**config.mk**
```make
export PLATFORM = sky130hd
export DESIGN_NAME = fpnew_rob_issuer
export DESIGN_NICKNAME = d
export VERILOG_FILES = /design/src/rtl/fpnew_rob_issuer.sv
export SDC_FILE = /design/constraint.sdc
export NUM_CORES = 1
export LEC_CHECK = 0
export ABC_CLOCK_PERIOD_IN_PS = 5600
export CORE_AREA = 8 8 251 253
export DETAILED_ROUTE_END_ITERATION = 7
export DIE_AREA = 0 0 259 261
export SLEW_MARGIN = 15
export SYNTH_ARGS = -nofsm -noshare
export SYNTH_HDL_FRONTEND = slang
export SYNTH_SLANG_ARGS = --single-unit
```
**constraint.sdc**
```tcl
create_clock -name clk_i -period 5.6 [get_ports clk_i]
set_clock_uncertainty 0.2 [all_clocks]
set_input_delay 1.12 -clock clk_i [delete_from_list [all_inputs] [get_ports clk_i]]
set_output_delay 1.12 -clock clk_i [all_outputs]
set_load 0.01 [all_outputs]
```
**src/rtl/fpnew_rob_issuer.sv**
```systemverilog
`default_nettype none
// ============================================================================
// Module   : fpnew_rob_issuer
// Brief    : Tags and issues core FP requests to the FPU, then retires FPU
//            results to the core in issue order through a reorder buffer.
//            Define FPNEW_ROB_BYPASS_EN for a same-cycle head-result bypass.
// Revision : 1.0 - initial release
// ============================================================================
module fpnew_rob_issuer #(
    parameter int WIDTH     = 64,
    parameter int REQ_WIDTH = 256,
    parameter int DEPTH     = 4,
    localparam int TAG_BITS = $clog2(DEPTH)
) (
    input  logic                 clk_i,
    input  logic                 rst_ni,
    input  logic                 flush_i,
    input  logic                 req_valid_i,
    output logic                 req_ready_o,
    input  logic [REQ_WIDTH-1:0] req_data_i,
    output logic                 fpu_valid_o,
    input  logic                 fpu_ready_i,
    output logic [REQ_WIDTH-1:0] fpu_data_o,
    output logic [TAG_BITS-1:0]  fpu_tag_o,
    output logic                 fpu_flush_o,
    input  logic                 fpu_rsp_valid_i,
    output logic                 fpu_rsp_ready_o,
    input  logic [WIDTH-1:0]     fpu_result_i,
    input  logic [4:0]           fpu_status_i,
    input  logic [TAG_BITS-1:0]  fpu_tag_i,
    output logic                 rsp_valid_o,
    input  logic                 rsp_ready_i,
    output logic [WIDTH-1:0]     rsp_result_o,
    output logic [4:0]           rsp_status_o,
    output logic                 busy_o,
    output logic                 tag_err_o
);

    localparam logic [TAG_BITS:0] c_full_count = (TAG_BITS+1)'(DEPTH);

    logic [TAG_BITS-1:0] r_wr_ptr;
    logic [TAG_BITS-1:0] r_rd_ptr;
    logic [TAG_BITS:0]   r_count;
    logic [DEPTH-1:0]    r_alloc;
    logic [DEPTH-1:0]    r_done;
    logic [WIDTH-1:0]    r_result [DEPTH];
    logic [4:0]          r_status [DEPTH];
    logic                r_tag_err;

    logic w_full;
    logic w_issue;
    logic w_rsp_fire;
    logic w_rsp_hit;
    logic w_rsp_bad;
    logic w_head_valid;
    logic w_bypass;
    logic w_write;
    logic w_retire;

    assign w_full      = (r_count == c_full_count);
    assign req_ready_o = fpu_ready_i & ~w_full & ~flush_i;
    assign fpu_valid_o = req_valid_i & ~w_full & ~flush_i;
    assign w_issue     = req_valid_i & req_ready_o;
    assign fpu_data_o  = req_data_i;
    assign fpu_tag_o   = r_wr_ptr;
    assign fpu_flush_o = flush_i;

    // Space is reserved at issue, so only a flush ever stalls the FPU output.
    assign fpu_rsp_ready_o = ~flush_i;
    assign w_rsp_fire      = fpu_rsp_valid_i & ~flush_i;
    assign w_rsp_hit       = w_rsp_fire & r_alloc[fpu_tag_i] & ~r_done[fpu_tag_i];
    assign w_rsp_bad       = w_rsp_fire & ~(r_alloc[fpu_tag_i] & ~r_done[fpu_tag_i]);
    assign w_head_valid    = r_alloc[r_rd_ptr] & r_done[r_rd_ptr];

`ifdef FPNEW_ROB_BYPASS_EN
    assign w_bypass     = w_rsp_hit & (fpu_tag_i == r_rd_ptr);
    assign rsp_valid_o  = w_head_valid | w_bypass;
    assign rsp_result_o = w_bypass ? fpu_result_i : r_result[r_rd_ptr];
    assign rsp_status_o = w_bypass ? fpu_status_i : r_status[r_rd_ptr];
`else
    assign w_bypass     = 1'b0;
    assign rsp_valid_o  = w_head_valid;
    assign rsp_result_o = r_result[r_rd_ptr];
    assign rsp_status_o = r_status[r_rd_ptr];
`endif

    assign w_retire = rsp_valid_o & rsp_ready_i & ~flush_i;
    // A bypassed head that retires immediately never needs its slot written.
    assign w_write  = w_rsp_hit & ~(w_bypass & rsp_ready_i);
    assign busy_o   = (r_count != '0);
    assign tag_err_o = r_tag_err;

    always_ff @(posedge clk_i or negedge rst_ni) begin
        if (!rst_ni) begin
            r_wr_ptr <= '0;
            r_rd_ptr <= '0;
            r_count  <= '0;
            r_alloc  <= '0;
            r_done   <= '0;
            for (int i = 0; i < DEPTH; i++) begin
                r_result[i] <= '0;
                r_status[i] <= '0;
            end
        end else if (flush_i) begin
            r_wr_ptr <= '0;
            r_rd_ptr <= '0;
            r_count  <= '0;
            r_alloc  <= '0;
            r_done   <= '0;
        end else begin
            // Issue slot is never allocated, so these bit updates cannot collide.
            if (w_issue) begin
                r_alloc[r_wr_ptr] <= 1'b1;
                r_done[r_wr_ptr]  <= 1'b0;
                r_wr_ptr          <= r_wr_ptr + 1'b1;
            end
            if (w_write) begin
                r_done[fpu_tag_i]   <= 1'b1;
                r_result[fpu_tag_i] <= fpu_result_i;
                r_status[fpu_tag_i] <= fpu_status_i;
            end
            if (w_retire) begin
                r_alloc[r_rd_ptr] <= 1'b0;
                r_rd_ptr          <= r_rd_ptr + 1'b1;
            end
            case ({w_issue, w_retire})
                2'b10:   r_count <= r_count + 1'b1;
                2'b01:   r_count <= r_count - 1'b1;
                default: r_count <= r_count;
            endcase
        end
    end

    always_ff @(posedge clk_i or negedge rst_ni) begin
        if (!rst_ni) begin
            r_tag_err <= 1'b0;
        end else if (w_rsp_bad) begin
            r_tag_err <= 1'b1;
        end
    end

endmodule
`default_nettype wire
```
==> results.md <==
* Outcome: completed
* Wire length per cell after detailed routing at approximately 24 um
* Post-CTS sizing at 0
* Kind of critical path: flip-flop to output pin
* Final setup violation count at 0
* Height of the die at around 260 um
* CP delay by family, top: flip-flops
* Final period util at 0.754
* Number of cells after detailed placement at approximately 1700
* Synth Net Count at about 1400
* Total Negative Setup Slacks at 0 ns
* Die W at approximately 260 um
* Net switching share of the total power at 0.234
* Logic depth of the worst setup path including buffers at 3
* Overall Global Routing Usage at 0.120
* Asr flop ratio synth at 1.00
* Max Fclk at 237 MHz
* Fraction of power consumed by sequential logic at 0.472
* Routability Congestion at between 0.7 and 0.8
* Maximum net fanout on the critical path at 42
* Sinks on the clock net at 292
* Arrival time reported for the critical path endpoint at just under 3 ns
* Cell with the most instances after synthesis: sky130_fd_sc_hd__dfrtp_1
* Non-filler instance count after layout at approximately 1700
* Crit path buffers/inverters at 2
* Via Count at slightly below 8000
* Via count of the first global-routing pass at around 8600
* Clock network power share at 0.407
* Hold_buf cts at 0
* Worst hold margin at about 0.29 ns
* Worst-path cell chain: buf_4 > mux4_2 > clkdlybuf4s50_1
* Number of search-and-repair iterations in the first detailed-routing pass at 6
* Required time of the worst setup path at 4.28 ns
* Clock slew at reported path FFs at 0.07 ns
* Slowest-stage cell, CP: sky130_fd_sc_hd__dfrtp_4
* Reg2reg path depth at 10
* Cell-internal power at 0.00378 W
* Core area at ~59000 sq um
* Synth Warn # at 0
* Worst slack, placed at between 1 and 1.5 ns
* Combined area of the multi-input logic cells at 5330 sq um
* Slew at the pin with the worst max-slew slack at 0.789 ns
* Final #Nets at approximately 1300
* Post-synth top area cell: sky130_fd_sc_hd__dfrtp_1
* Post-detailed-route count of antenna-violating nets at 0
* Antenna violations before repair at 7
* Number of flops mapped to enable cells by yosys at 0
* Largest stage delay on the critical path at between 0.9 and 1 ns
* Num rows at 90
* Number of unique standard cell types used by synthesis at 37
* CTS tree: yes
* Detailed-placement wirelength estimate at 30.1 mm
* Buffers on Ports at around 160
* Power share of the combinational group at 0.122
* Final setup margin at roughly 1.4 ns
* Fillers at between 5000 and 6000
* Yosys top cell area share at 0.492
* Leakage power at between 7 and 8 nW
* Hold path depth at 1
* Effective utilization at floorplan at 0.250
* Largest net degree at the start of global routing at between 100 and 150
* DRC violations left at 0
* Reported max-cap violation count at 0
* Fraction of layout instances using a drive strength above 1 at 0.433
* Post-synth design cell area at about 15000 sq um
* Area growth from synthesis to layout at 10.4%
* Top cells by area, synth: sky130_fd_sc_hd__dfrtp_1 49%, sky130_fd_sc_hd__mux2_2 20%, sky130_fd_sc_hd__buf_4 13%
* Worst skew pair latency at about 0.6 ns
* Class of the most critical hold timing path: flip-flop to flip-flop
* Seq cells post-synth at between 200 and 300
* CTS H-tree lvls at 1
* Detailed Route WL at between 40 and 50 mm
* 1st-iter DRT viols at 353
* Wire length of the first global-routing pass at 61.0 mm
* Total count of hold-check failures in the final report at 0
* Reg area at 7310 sq um
* Cells after synthesis at between 1000 and 1500
* Min Tclk post-route at about 4.2 ns
* Net switching power at around 0.0012 W
* Post-CTS setup repair buffer count at 0
* Remaining Overflow, GRT at 0
* Maximum resistive drop on vdd at approximately 0.22 mV
* Cell chosen for the clock root: sky130_fd_sc_hd__clkbuf_16
* Final Slew Violations at 0
* Most used flip-flop cell after synthesis: sky130_fd_sc_hd__dfrtp_1
* Nature of the critical path endpoint: output pin
* Number of vias per cell at ~4.4
* Commonest cells post-synth: 292 x sky130_fd_sc_hd__dfrtp_1, 264 x sky130_fd_sc_hd__mux2_2, 258 x sky130_fd_sc_hd__buf_4, 70 x sky130_fd_sc_hd__mux4_2, 30 x sky130_fd_sc_hd__buf_2
* Number of I/O pins at between 600 and 700
* Post-synthesis sequential area ratio at 0.492
* Power Dens Cells at 301 nW/um^2
* Worst rel slew slack at 0.474
* Startpoint type of the worst setup path: flip-flop
* TritonCTS Buffers at 31
* Post-synthesis area per instance at around 14 sq um
* Die Footprint at 67600 sq um
* Setup repair after global routing missed its margin: no
* Max Buffers Root-to-Sink at 3
-- power groups by stage --
stage	combinational (W)	sequential [W]	clock, W
finish	0.000599	0.00233	0.00201
global route	0.000649	0.00235	0.00217
CTS	0.000619	0.00233	0.00210
detailed placement	0.000615	0.00236	0
global placement	0.000605	0.00236	0
floorplan	0.000471	0.00234	0
-- metal layers --
layer  global-route usage  up-vias  wire length [um]
li1                     -     3214                 -
met1                0.131     3981             15200
met2                0.192      377             20000
met3               0.0663      152              5300
met4               0.0517        6              1700
met5              0.00146        -                47
-- cell usage in the layout (no fill, tap or decap), types with 2 or more instances in the layout --
master / instances
sky130_fd_sc_hd__clkbuf_1: 6
sky130_fd_sc_hd__nor3_1: 2
sky130_fd_sc_hd__a211oi_2: 4
sky130_fd_sc_hd__inv_1: 3
sky130_fd_sc_hd__clkbuf_8: 8
sky130_fd_sc_hd__clkdlybuf4s50_1: 154
sky130_fd_sc_hd__buf_4: 11
sky130_fd_sc_hd__mux2_2: 264
sky130_fd_sc_hd__nor2_1: 4
sky130_fd_sc_hd__buf_12: 5
sky130_fd_sc_hd__clkinv_2: 4
sky130_fd_sc_hd__o21ai_0: 3
sky130_fd_sc_hd__mux4_2: 70
sky130_fd_sc_hd__nor2b_1: 2
sky130_fd_sc_hd__nor3b_1: 3
sky130_fd_sc_hd__mux2_1: 12
sky130_fd_sc_hd__and2_1: 7
sky130_fd_sc_hd__nand2_1: 19
sky130_fd_sc_hd__ha_1: 8
sky130_fd_sc_hd__nand3_1: 6
sky130_fd_sc_hd__or3_1: 2
sky130_fd_sc_hd__inv_2: 2
sky130_fd_sc_hd__diode_2: 3
sky130_fd_sc_hd__clkbuf_16: 31
sky130_fd_sc_hd__nand2b_1: 2
sky130_fd_sc_hd__a21oi_1: 8
sky130_fd_sc_hd__a31o_2: 2
sky130_fd_sc_hd__dfrtp_1: 290
sky130_fd_sc_hd__dfrtp_4: 2
sky130_fd_sc_hd__a21o_1: 2
-- layout make-up --
class	count	share of cell area
repair buffers	171	0.106
clock buffers	45	0.0555
flip-flops and latches	292	0.447
diodes	3	0.000458
inverters	5	0.00115
well taps	782	0.0597
clock inverters	7	0.00481
multi-input cells	434	0.326
-- stage by stage --
stage               total power, W  instance area (sq um)   util
floorplan                  0.00281                  14800      -
global placement           0.00296                  15400  0.259
detailed placement         0.00298                  15400  0.259
CTS                        0.00504                  16400  0.276
global route               0.00517                  16400  0.276
finish                     0.00493                  16400  0.276
-- cells by family (layout without fill, tap and decap cells) --
| group | count (synthesis) | count (layout) | synth area share |
|---|---|---|---|
| other cells | 0 | 3 | 0 |
| compound gates | 23 | 23 | 0.0113 |
| buf+inv | 312 | 228 | 0.151 |
| xor+xnor | 1 | 1 | 0.000590 |
| mux | 346 | 346 | 0.316 |
| fa+ha+maj | 9 | 9 | 0.00809 |
| simple gates | 55 | 55 | 0.0212 |
| flops | 292 | 292 | 0.492 |
-- registers in the layout (all words and copies together) (netlist names) --
| signal | cells |
|---|---|
| r_status | 20 |
| r_rd_ptr | 2 |
| r_alloc | 4 |
| r_count | 3 |
| tag_err_o | 1 |
| r_done | 4 |
| fpu_tag_o | 2 |
| r_result | 256 |
-- worst paths after layout --
check                                   start                to  slack [ns]
min in group asynchronous              rst_ni     r_result[162]        0.32
worst min-delay path            r_result[165]     r_result[165]        0.29
max in group asynchronous              rst_ni     r_result[196]        3.76
worst max register to register    r_rd_ptr[0]        r_count[2]        2.15
worst max-delay path              r_rd_ptr[1]  rsp_result_o[52]        1.38
worst min register to register  r_result[165]     r_result[165]        0.29
Power figures use the tool's default switching activity.
